File: config.mk
export PLATFORM = sky130hd
export DESIGN_NAME = vram_bus_initiator
export DESIGN_NICKNAME = d
export VERILOG_FILES = /design/src/rtl/vram_bus_initiator.sv
export SDC_FILE = /design/constraint.sdc
export NUM_CORES = 1
export LEC_CHECK = 0
export CORE_ASPECT_RATIO = 0.75
export CORE_UTILIZATION = 50
export CTS_BUF_LIST = sky130_fd_sc_hd__clkbuf_8
export CTS_CLUSTER_DIAMETER = 50
export DETAILED_ROUTE_END_ITERATION = 8
export HOLD_SLACK_MARGIN = 0.08
export PLACE_DENSITY = 0.8
export SLEW_MARGIN = 20
export SYNTH_ARGS = -nofsm -noshare
export SYNTH_HDL_FRONTEND = slang
export SYNTH_SLANG_ARGS = --single-unit
File: constraint.sdc
create_clock -name clk -period 2.01 [get_ports clk]
set_clock_uncertainty 0.1 [all_clocks]
set_input_delay 0.402 -clock clk [delete_from_list [all_inputs] [get_ports clk]]
set_output_delay 0.402 -clock clk [all_outputs]
set_load 0.005 [all_outputs]
File: src/rtl/vram_bus_initiator.sv
// VRAM byte-bus initiator for the VDP CPU data port: address latch with
// auto-increment, read-ahead buffer, write-through, and a read-return watchdog.
module vram_bus_initiator #(
    parameter int unsigned ADDR_W     = 14,
    parameter int unsigned RD_TIMEOUT = 15
) (
    input  logic              clk,
    input  logic              reset_n,
    input  logic              cmd_valid,
    output logic              cmd_ready,
    input  logic [1:0]        cmd_op,
    input  logic [ADDR_W-1:0] cmd_addr,
    input  logic [7:0]        cmd_wdata,
    output logic [7:0]        rd_data,
    output logic              rd_data_valid,
    output logic              timeout_err,
    output logic [ADDR_W-1:0] bus_address,
    output logic              bus_valid,
    input  logic              bus_ready,
    output logic              bus_write,
    output logic [7:0]        bus_wdata,
    input  logic [7:0]        bus_rdata,
    input  logic              bus_rdata_en
);

    localparam logic [1:0] OP_SET_ADDR_W = 2'b00;
    localparam logic [1:0] OP_SET_ADDR_R = 2'b01;
    localparam logic [1:0] OP_WRITE_DATA = 2'b10;
    localparam logic [7:0] WAIT_LAST     = 8'(RD_TIMEOUT - 1);

    typedef enum logic [1:0] {
        IDLE    = 2'd0,
        REQ     = 2'd1,
        WAIT_RD = 2'd2
    } state_t;

    state_t            state;
    logic [ADDR_W-1:0] addr;
    logic [7:0]        wait_cnt;

    // cmd_ready is registered alongside state so it always equals (state == IDLE).
    always_ff @(posedge clk) begin
        if (!reset_n) begin
            state         <= IDLE;
            addr          <= '0;
            wait_cnt      <= 8'd0;
            cmd_ready     <= 1'b1;
            rd_data       <= 8'h00;
            rd_data_valid <= 1'b0;
            timeout_err   <= 1'b0;
            bus_address   <= '0;
            bus_valid     <= 1'b0;
            bus_write     <= 1'b0;
            bus_wdata     <= 8'h00;
        end else begin
            case (state)
                IDLE: begin
                    if (cmd_valid) begin
                        case (cmd_op)
                            OP_SET_ADDR_W: begin
                                addr <= cmd_addr;
                            end
                            OP_SET_ADDR_R: begin
                                addr          <= cmd_addr;
                                bus_address   <= cmd_addr;
                                bus_write     <= 1'b0;
                                bus_valid     <= 1'b1;
                                rd_data_valid <= 1'b0;
                                cmd_ready     <= 1'b0;
                                state         <= REQ;
                            end
                            OP_WRITE_DATA: begin
                                bus_address   <= addr;
                                bus_write     <= 1'b1;
                                bus_wdata     <= cmd_wdata;
                                bus_valid     <= 1'b1;
                                rd_data       <= cmd_wdata;
                                rd_data_valid <= 1'b1;
                                cmd_ready     <= 1'b0;
                                state         <= REQ;
                            end
                            default: begin
                                // READ_DATA: caller took rd_data this cycle; refill from addr
                                bus_address   <= addr;
                                bus_write     <= 1'b0;
                                bus_valid     <= 1'b1;
                                rd_data_valid <= 1'b0;
                                cmd_ready     <= 1'b0;
                                state         <= REQ;
                            end
                        endcase
                    end
                end
                REQ: begin
                    if (bus_ready) begin
                        bus_valid <= 1'b0;
                        addr      <= addr + ADDR_W'(1);
                        wait_cnt  <= 8'd0;
                        if (bus_write) begin
                            cmd_ready <= 1'b1;
                            state     <= IDLE;
                        end else begin
                            state <= WAIT_RD;
                        end
                    end
                end
                WAIT_RD: begin
                    wait_cnt <= wait_cnt + 8'd1;
                    // A return on the expiry cycle wins over the timeout.
                    if (bus_rdata_en) begin
                        rd_data       <= bus_rdata;
                        rd_data_valid <= 1'b1;
                        cmd_ready     <= 1'b1;
                        state         <= IDLE;
                    end else if (wait_cnt == WAIT_LAST) begin
                        rd_data       <= 8'hFF;
                        rd_data_valid <= 1'b1;
                        timeout_err   <= 1'b1;
                        cmd_ready     <= 1'b1;
                        state         <= IDLE;
                    end
                end
                default: begin
                    bus_valid <= 1'b0;
                    cmd_ready <= 1'b1;
                    state     <= IDLE;
                end
            endcase
        end
    end

endmodule

==> results.md, run 1 <==
- Status: finished clean
- Slew Viols, Final: 0
- Area occupied by multi-input gates: 1720 sq um
- Worst R2R Path Depth: 4
- Worst slew pin tran: 0.503 ns
- Gate power share: 21.4%
- Switching Share: 28.1%
- Max Fclk: 512 MHz
- Commonest non-fill, non-tap cells in the layout: clkdlybuf4s50_1, dfxtp_1, nor2_1
- Final hold slack: 0.356 ns
- Prevailing post-synth register cell: dfxtp_1
- Reg clk slew, reported paths: 0.06 ns
- Core Area: 5920 sq um
- Fillers: 473
- Largest net degree at the start of global routing: 29
- Via count: 3,014
- Hold Crit Depth: 2
- Ports: 72
- Design area: 4170 sq um
- Routed vias/inst: 5.85
- Setup Buffers After CTS: 0
- Crit path capture type: flip-flop
- Worst-Skew Late Latency: 0.34 ns
- P_leak: 1.54 nW
- Diode count: 0
- EDFF count, synth: 0
- Rows: 24
- I/O Buffers: 71
- Post-synth ARST share: 0%
- Ys Warns: 0
- Critical path launch point type: flip-flop
- Max-cap viol count: 0
- WP data arrival: 2.07 ns
- Inserted Clock Buffers: 9
- Finished Layout Cells: 515
- Final design utilization: 70.5%
- WHS Endpoint: rd_data[4]$_SDFFE_PN0P_
- Fin crit period: 1.95 ns
- Routability-driven placement congestion ratio: 0.872
- Crit Path Category: flip-flop to flip-flop
- H-tree levels: 3
- Area grow syn2layout: 34.3%
- Initial antenna violation count: 0
- Crit share post-route: 97.2%
- Number of synthesized register bits: 59
- Maximum clock path buffer count: 2
- First-pass GRT wire length: 13,400 um
- Critical Path RT: 2.13 ns
- Slowest CP cell: or4_1
- RSZ-0062 raised after global routing: false
- Most common cell after layout, fill and taps aside: clkdlybuf4s50_1
- DRT antenna net count: 0
- Die area: 6530 sq um
- NetSw: 0.795 mW
- Syn Inst Count: 349
- TNS Setup: 0 ns
- Clk root buf: clkbuf_8
- Share of cells above drive strength 1: 13.3%
- Reg2reg start: state[0]$_SDFFE_PN0P_
- Die Ht: 70.3 um
- Clock Sinks: 59
- DP Area: 4000 sq um
- DRT iter0 DRCs: 267
- Post-DP HPWL: 5960 um
- Final wirelength: 8250 um
- Mapped cell area: 3110 sq um
- Power share of the clock group: 32.3%
- Slowest cell delay on critical path: 0.55 ns
- Count of final setup violators: 0
- # DRC: 0
- Buf/Inv on CP: 1
- Internal power: 2.04 mW
- Flop-to-flop setup slack: 0.06 ns
- Initial core utilization: 52.5%
- Top delay family on crit path: simple AND/OR/NAND/NOR gates
- CP max FO: 11
- Die width: 93 um
- Number of global-route vias before repair: 2,823
- GRT Util Overall: 26.4%
- Reg-to-reg critical path endpoint: wait_cnt[7]$_SDFFE_PN0P_
- # hold bufs at CTS: 0
- Hold Crit Class: flip-flop to flip-flop
- First-pass iteration count of the detailed router: 5
- Wire per inst: 16.0 um
- Seq. cell area: 1180 sq um
- Worst rel slew slack: 66.3%
- GRT overflow: 0
- Hold path start: rd_data[4]$_SDFFE_PN0P_
- Peak VDD IR: 493 uV
- Clock tree from TritonCTS: yes
- Sequential share of power: 46.3%
- PwrDens: 679 nW/um^2
- Syn nets: 389
- Nets: 473
- Yosys cell types: 57
- Syn avg cell area: 8.90 sq um
- Final hold vios: 0
- Cells after DPL: 500
- Register area share after synthesis: 38.0%
- Critical-path cell list: buf_4 -> or4_1 -> and4_1 -> a311o_1
metal layers:
| metal | wire length [um] | track usage, % | vias to the layer above |
|---|---|---|---|
| met2 | 3510 | 37.9 | 130 |
| li1 | - | - | 1464 |
| met1 | 3870 | 37.4 | 1400 |
| met3 | 685 | 6.86 | 20 |
| met5 | 0 | 0 | - |
| met4 | 181 | 10.8 | 0 |
worst max path at each step:
stage | start | to | slack [ns] | cells past startpoint
3_3_place_gp | cmd_valid | addr[6]$_SDFFE_PN0P_ | -0.08 | 5
6_report | state[0]$_SDFFE_PN0P_ | wait_cnt[7]$_SDFFE_PN0P_ | 0.06 | 4
5_1_grt | state[0]$_SDFFE_PN0P_ | wait_cnt[7]$_SDFFE_PN0P_ | 0.0002 | 4
3_5_place_dp | cmd_valid | addr[6]$_SDFFE_PN0P_ | -0.14 | 5
2_1_floorplan | addr[0]$_SDFFE_PN0P_ | addr[12]$_SDFFE_PN0P_ | 0.25 | 6
4_1_cts | state[0]$_SDFFE_PN0P_ | wait_cnt[7]$_SDFFE_PN0P_ | 0.08 | 4
per-stage QoR:
stage / setup WS (ns) / total power, mW
CTS: 0.0810 / 2.83
global placement: -0.0766 / 1.91
detailed placement: -0.144 / 1.93
finish: 0.0568 / 2.83
floorplan: 0.248 / 1.63
global route: 0.000242 / 2.95
logic make-up (layout without fill, tap and decap cells):
logic type               after synthesis  in the layout  share of synthesized area, %
AO/OA/AOI/OAI                         95             95                          22.2
XOR/XNOR                               1              1                         0.282
adder cells (fa/ha/maj)                3              3                          1.21
buffers and inverters                 35            123                          7.01
flip-flops                            59             59                          38.0
multiplexers                          31             31                          9.99
AND/OR/NAND/NOR                      125            125                          21.2
power by group through the flow:
stage	sequential [mW]	combinational, mW	clock, mW
detailed placement	1.33	0.592	0
finish	1.31	0.605	0.916
floorplan	1.33	0.306	0
CTS	1.31	0.599	0.927
global placement	1.33	0.578	0
global route	1.32	0.653	0.974
sequential cells by signal, summed over array words and instances, names as in the netlist, 2 cells and up:
register	count
bus_address	14
rd_data	8
bus_wdata	8
state	2
addr	14
wait_cnt	8
layout make-up:
class / instances / area share, %
clock buffer: 10 / 3.30
clock inverter: 5 / 0.540
inverter: 6 / 0.540
multi-input combinational: 255 / 41.1
sequential: 59 / 28.3
tap: 78 / 2.34
timing repair buffer: 102 / 23.8
timing repair:
| action | 4_1_cts | 5_1_grt |
|---|---|---|
| setup endpoints to repair | 0 | 2 |
| endpoints found under the hold margin | 0 | 0 |
| resized for setup | 0 | 2 |
synthesized netlist by cell type, drive strengths merged (3+ instances only):
master	number	share of area, %
a211oi	19	4.6
nand3b	10	2.4
dfxtp	59	38
and3	3	0.60
nand2b	5	1.0
o211ai	9	2.2
nand4	8	1.6
and4	4	1.1
and2	4	0.81
o21ai	13	2.1
inv	5	0.60
nor2b	6	1.2
nand3	5	0.81
a21oi	17	2.9
o22ai	4	0.81
a32o	6	1.9
ha	3	1.2
clkbuf	15	2.9
nor2	37	4.7
a21o	6	1.5
mux2i	31	10
nand2	27	3.3
nor3	6	0.97
buf	13	3.1
o31a	3	0.85
worst register-to-register path, cell delays in order (launching register included):
cell and delay (ns):
dfxtp_1 0.45, buf_4 0.23, or4_1 0.55, and4_1 0.22, a311o_1 0.30
No activity file was read; power rests on OpenSTA's default activity.
==> run 2, diff against run 1 <==
clock period = 1.8 ns   (was 2.01 ns; I/O delays follow)
==> run 2 against run 1 <==
- routed wire length rose by 3.1%
- largest power group unchanged
- sequential power up 11%
- design area up 2.7%
- the run now ends with setup timing left
- die area did not move
- first-iteration DRC count fell by 28%
- critical path depth increased by 1
- non-clock buffer count rose by 11
- via count increased by 2.4%
- clock-buffer cell count grew 1
- power up 18%
==> results.md, run 2 (synthesis gave the netlist of run 1 again) <==
- DRT antenna net count: 0 (unchanged)
- # hold bufs at CTS: 0 (unchanged)
- Failing checks: setup timing
- Area occupied by multi-input gates: 1720 sq um (+0.15%)
- Seq. cell area: 1190 sq um (+0.42%)
- Routed vias/inst: 5.87 (+0.25%)
- DRT iter0 DRCs: 192 (-28%)
- Initial core utilization: 52.5% (unchanged)
- Number of global-route vias before repair: 2,882 (+2.1%)
- Fin crit period: 1.80 ns
- Count of final setup violators: 1 (+1)
- Core Area: 5920 sq um (unchanged)
- RSZ-0062 raised after global routing: true
- # DRC: 0 (unchanged)
- Critical-path cell list: clkdlybuf4s50_1 -> o21ai_0 -> buf_4 -> or2_2 -> a221oi_1
- Peak VDD IR: 389 uV (-21%)
- GRT Util Overall: 27.6% (+1.2 points)
- DR WL met2: 3760 um (+7.1%)
- Clock Sinks: 59 (unchanged)
- Final wirelength: 8510 um (+3.1%)
- Top delay family on crit path: buffers and inverters
- Routability-driven placement congestion ratio: 0.864 (-0.87%)
- Highest metal used: met4
- Hold Crit Class: flip-flop to flip-flop
- Wire per inst: 16.2 um (+0.95%)
- WP data arrival: 1.95 ns (-0.12 ns)
- Post-DP HPWL: 6260 um (+5.0%)
- Biggest registers after layout: addr: 14 flops, bus_address: 14 flops
- Design Power: 3.35 mW (+18%)
- PwrDens: 782 nW/um^2 (+15%)
- Met3 WL: 583 um (-15%)
- Worst-Skew Late Latency: 0.35 ns (about the same)
- Max Fclk: 555 MHz
- Ports: 72 (unchanged)
- Critical path launch point type: input pin
- Die Ht: 70.3 um (unchanged)
- Status: finished with violations
- Reg clk slew, reported paths: 0.06 ns (about the same)
- Via count: 3,086 (+2.4%)
- I/O Buffers: 71 (unchanged)
- TNS Setup: -0.000834 ns (-0.000834 ns)
- Worst setup margin: -0.000834 ns (-0.0576 ns)
- Buf/Inv on CP: 2 (+1)
- Share of cells above drive strength 1: 16.1% (+2.8 points)
- Slowest cell delay on critical path: 0.55 ns (about the same)
- Flop-to-flop setup slack: 0.06 ns (about the same)
- GRT overflow: 0 (unchanged)
- Met1 Routed Length: 3990 um (+2.9%)
- Most common cell after layout, fill and taps aside: clkdlybuf4s50_1
- Max-cap viol count: 0 (unchanged)
- Clock tree from TritonCTS: yes
- Slowest CP cell: clkdlybuf4s50_1
- Crit Path Category: input pin to flip-flop
- Fillers: 448 (-5.3%)
- Crit path capture type: flip-flop
- P_leak: 1.61 nW (+4.6%)
- Slew Viols, Final: 0 (unchanged)
- Worst slew pin tran: 0.545 ns (+0.0420 ns)
- Inserted Clock Buffers: 9 (unchanged)
- H-tree levels: 3 (unchanged)
- Area grow syn2layout: 37.9%
- First-pass iteration count of the detailed router: 5 (unchanged)
- First-pass GRT wire length: 13,900 um (+3.7%)
- Clk root buf: clkbuf_8
- Nets: 484 (+2.3%)
- Die area: 6530 sq um (unchanged)
- Largest net degree at the start of global routing: 29 (unchanged)
- Initial antenna violation count: 0 (unchanged)
- Worst rel slew slack: 63.3% (-3.0 points)
- Final hold vios: 0 (unchanged)
- Critical Path RT: 1.95 ns (-0.18 ns)
- Commonest non-fill, non-tap cells in the layout: clkdlybuf4s50_1, dfxtp_1, buf_4
- CP max FO: 4 (-7)
- Diode count: 0 (unchanged)
- Maximum clock path buffer count: 2 (unchanged)
- Rows: 24 (unchanged)
- Die width: 93 um (unchanged)
- Crit share post-route: 100%
## run 2: per-stage QoR
step	setup slack, ns	std cells	cell area (sq um)	util (%)	hold slack (ns)
detailed placement	-0.285	511	4070	68.9	0.351
global route	-0.0279	526	4280	72.4	0.382
floorplan	0.0378	349	3110	-	0.346
finish	-0.000834	526	4280	72.4	0.361
CTS	0.0265	526	4270	72.1	0.360
global placement	-0.260	511	4070	68.9	0.343
## run 2: layout make-up
cell class | instances | area share [%]
Tap cell | 78 | 2.28
Timing Repair Buffer | 113 | 24.8
Inverter | 6 | 0.526
Clock inverter | 4 | 0.994
Multi-Input combinational cell | 255 | 40.1
Clock buffer | 11 | 3.54
Sequential cell | 59 | 27.7
## run 2: routing by layer
metal / track usage, % / vias up
met2: 40.2 / 139
met4: 8.21 / 0
met5: 0 / -
met1: 39.1 / 1423
met3: 8.06 / 28
li1: - / 1496
## run 2: worst reg2reg max path: stages, from the launching register on
cell	delay, ns
dfxtp_1	0.31
or4_4	0.54
o221a_4	0.24
a21oi_2	0.15
buf_12	0.15
mux2i_1	0.18
## run 2: what timing repair did
action | CTS | global route
setup endpoints to repair | 0 | 22
gates resized for setup | 0 | 6
buffers inserted | 0 | 0
## run 2: power breakdown
group / total (mW) / switching [mW] / internal (mW)
combinational: 0.688 / 0.307 / 0.381
clock: 1.20 / 0.504 / 0.694
sequential: 1.46 / 0.0706 / 1.39
## run 2: final timing paths
check / from / end / cells past startpoint
worst max-delay path: cmd_op[1] / state[1]$_SDFFE_PN0P_ / 5
worst max register to register: wait_cnt[5]$_SDFFE_PN0P_ / rd_data[5]$_SDFFE_PN0P_ / 5
worst min register to register: rd_data[7]$_SDFFE_PN0P_ / rd_data[7]$_SDFFE_PN0P_ / 2
worst min-delay path: rd_data[7]$_SDFFE_PN0P_ / rd_data[7]$_SDFFE_PN0P_ / 2
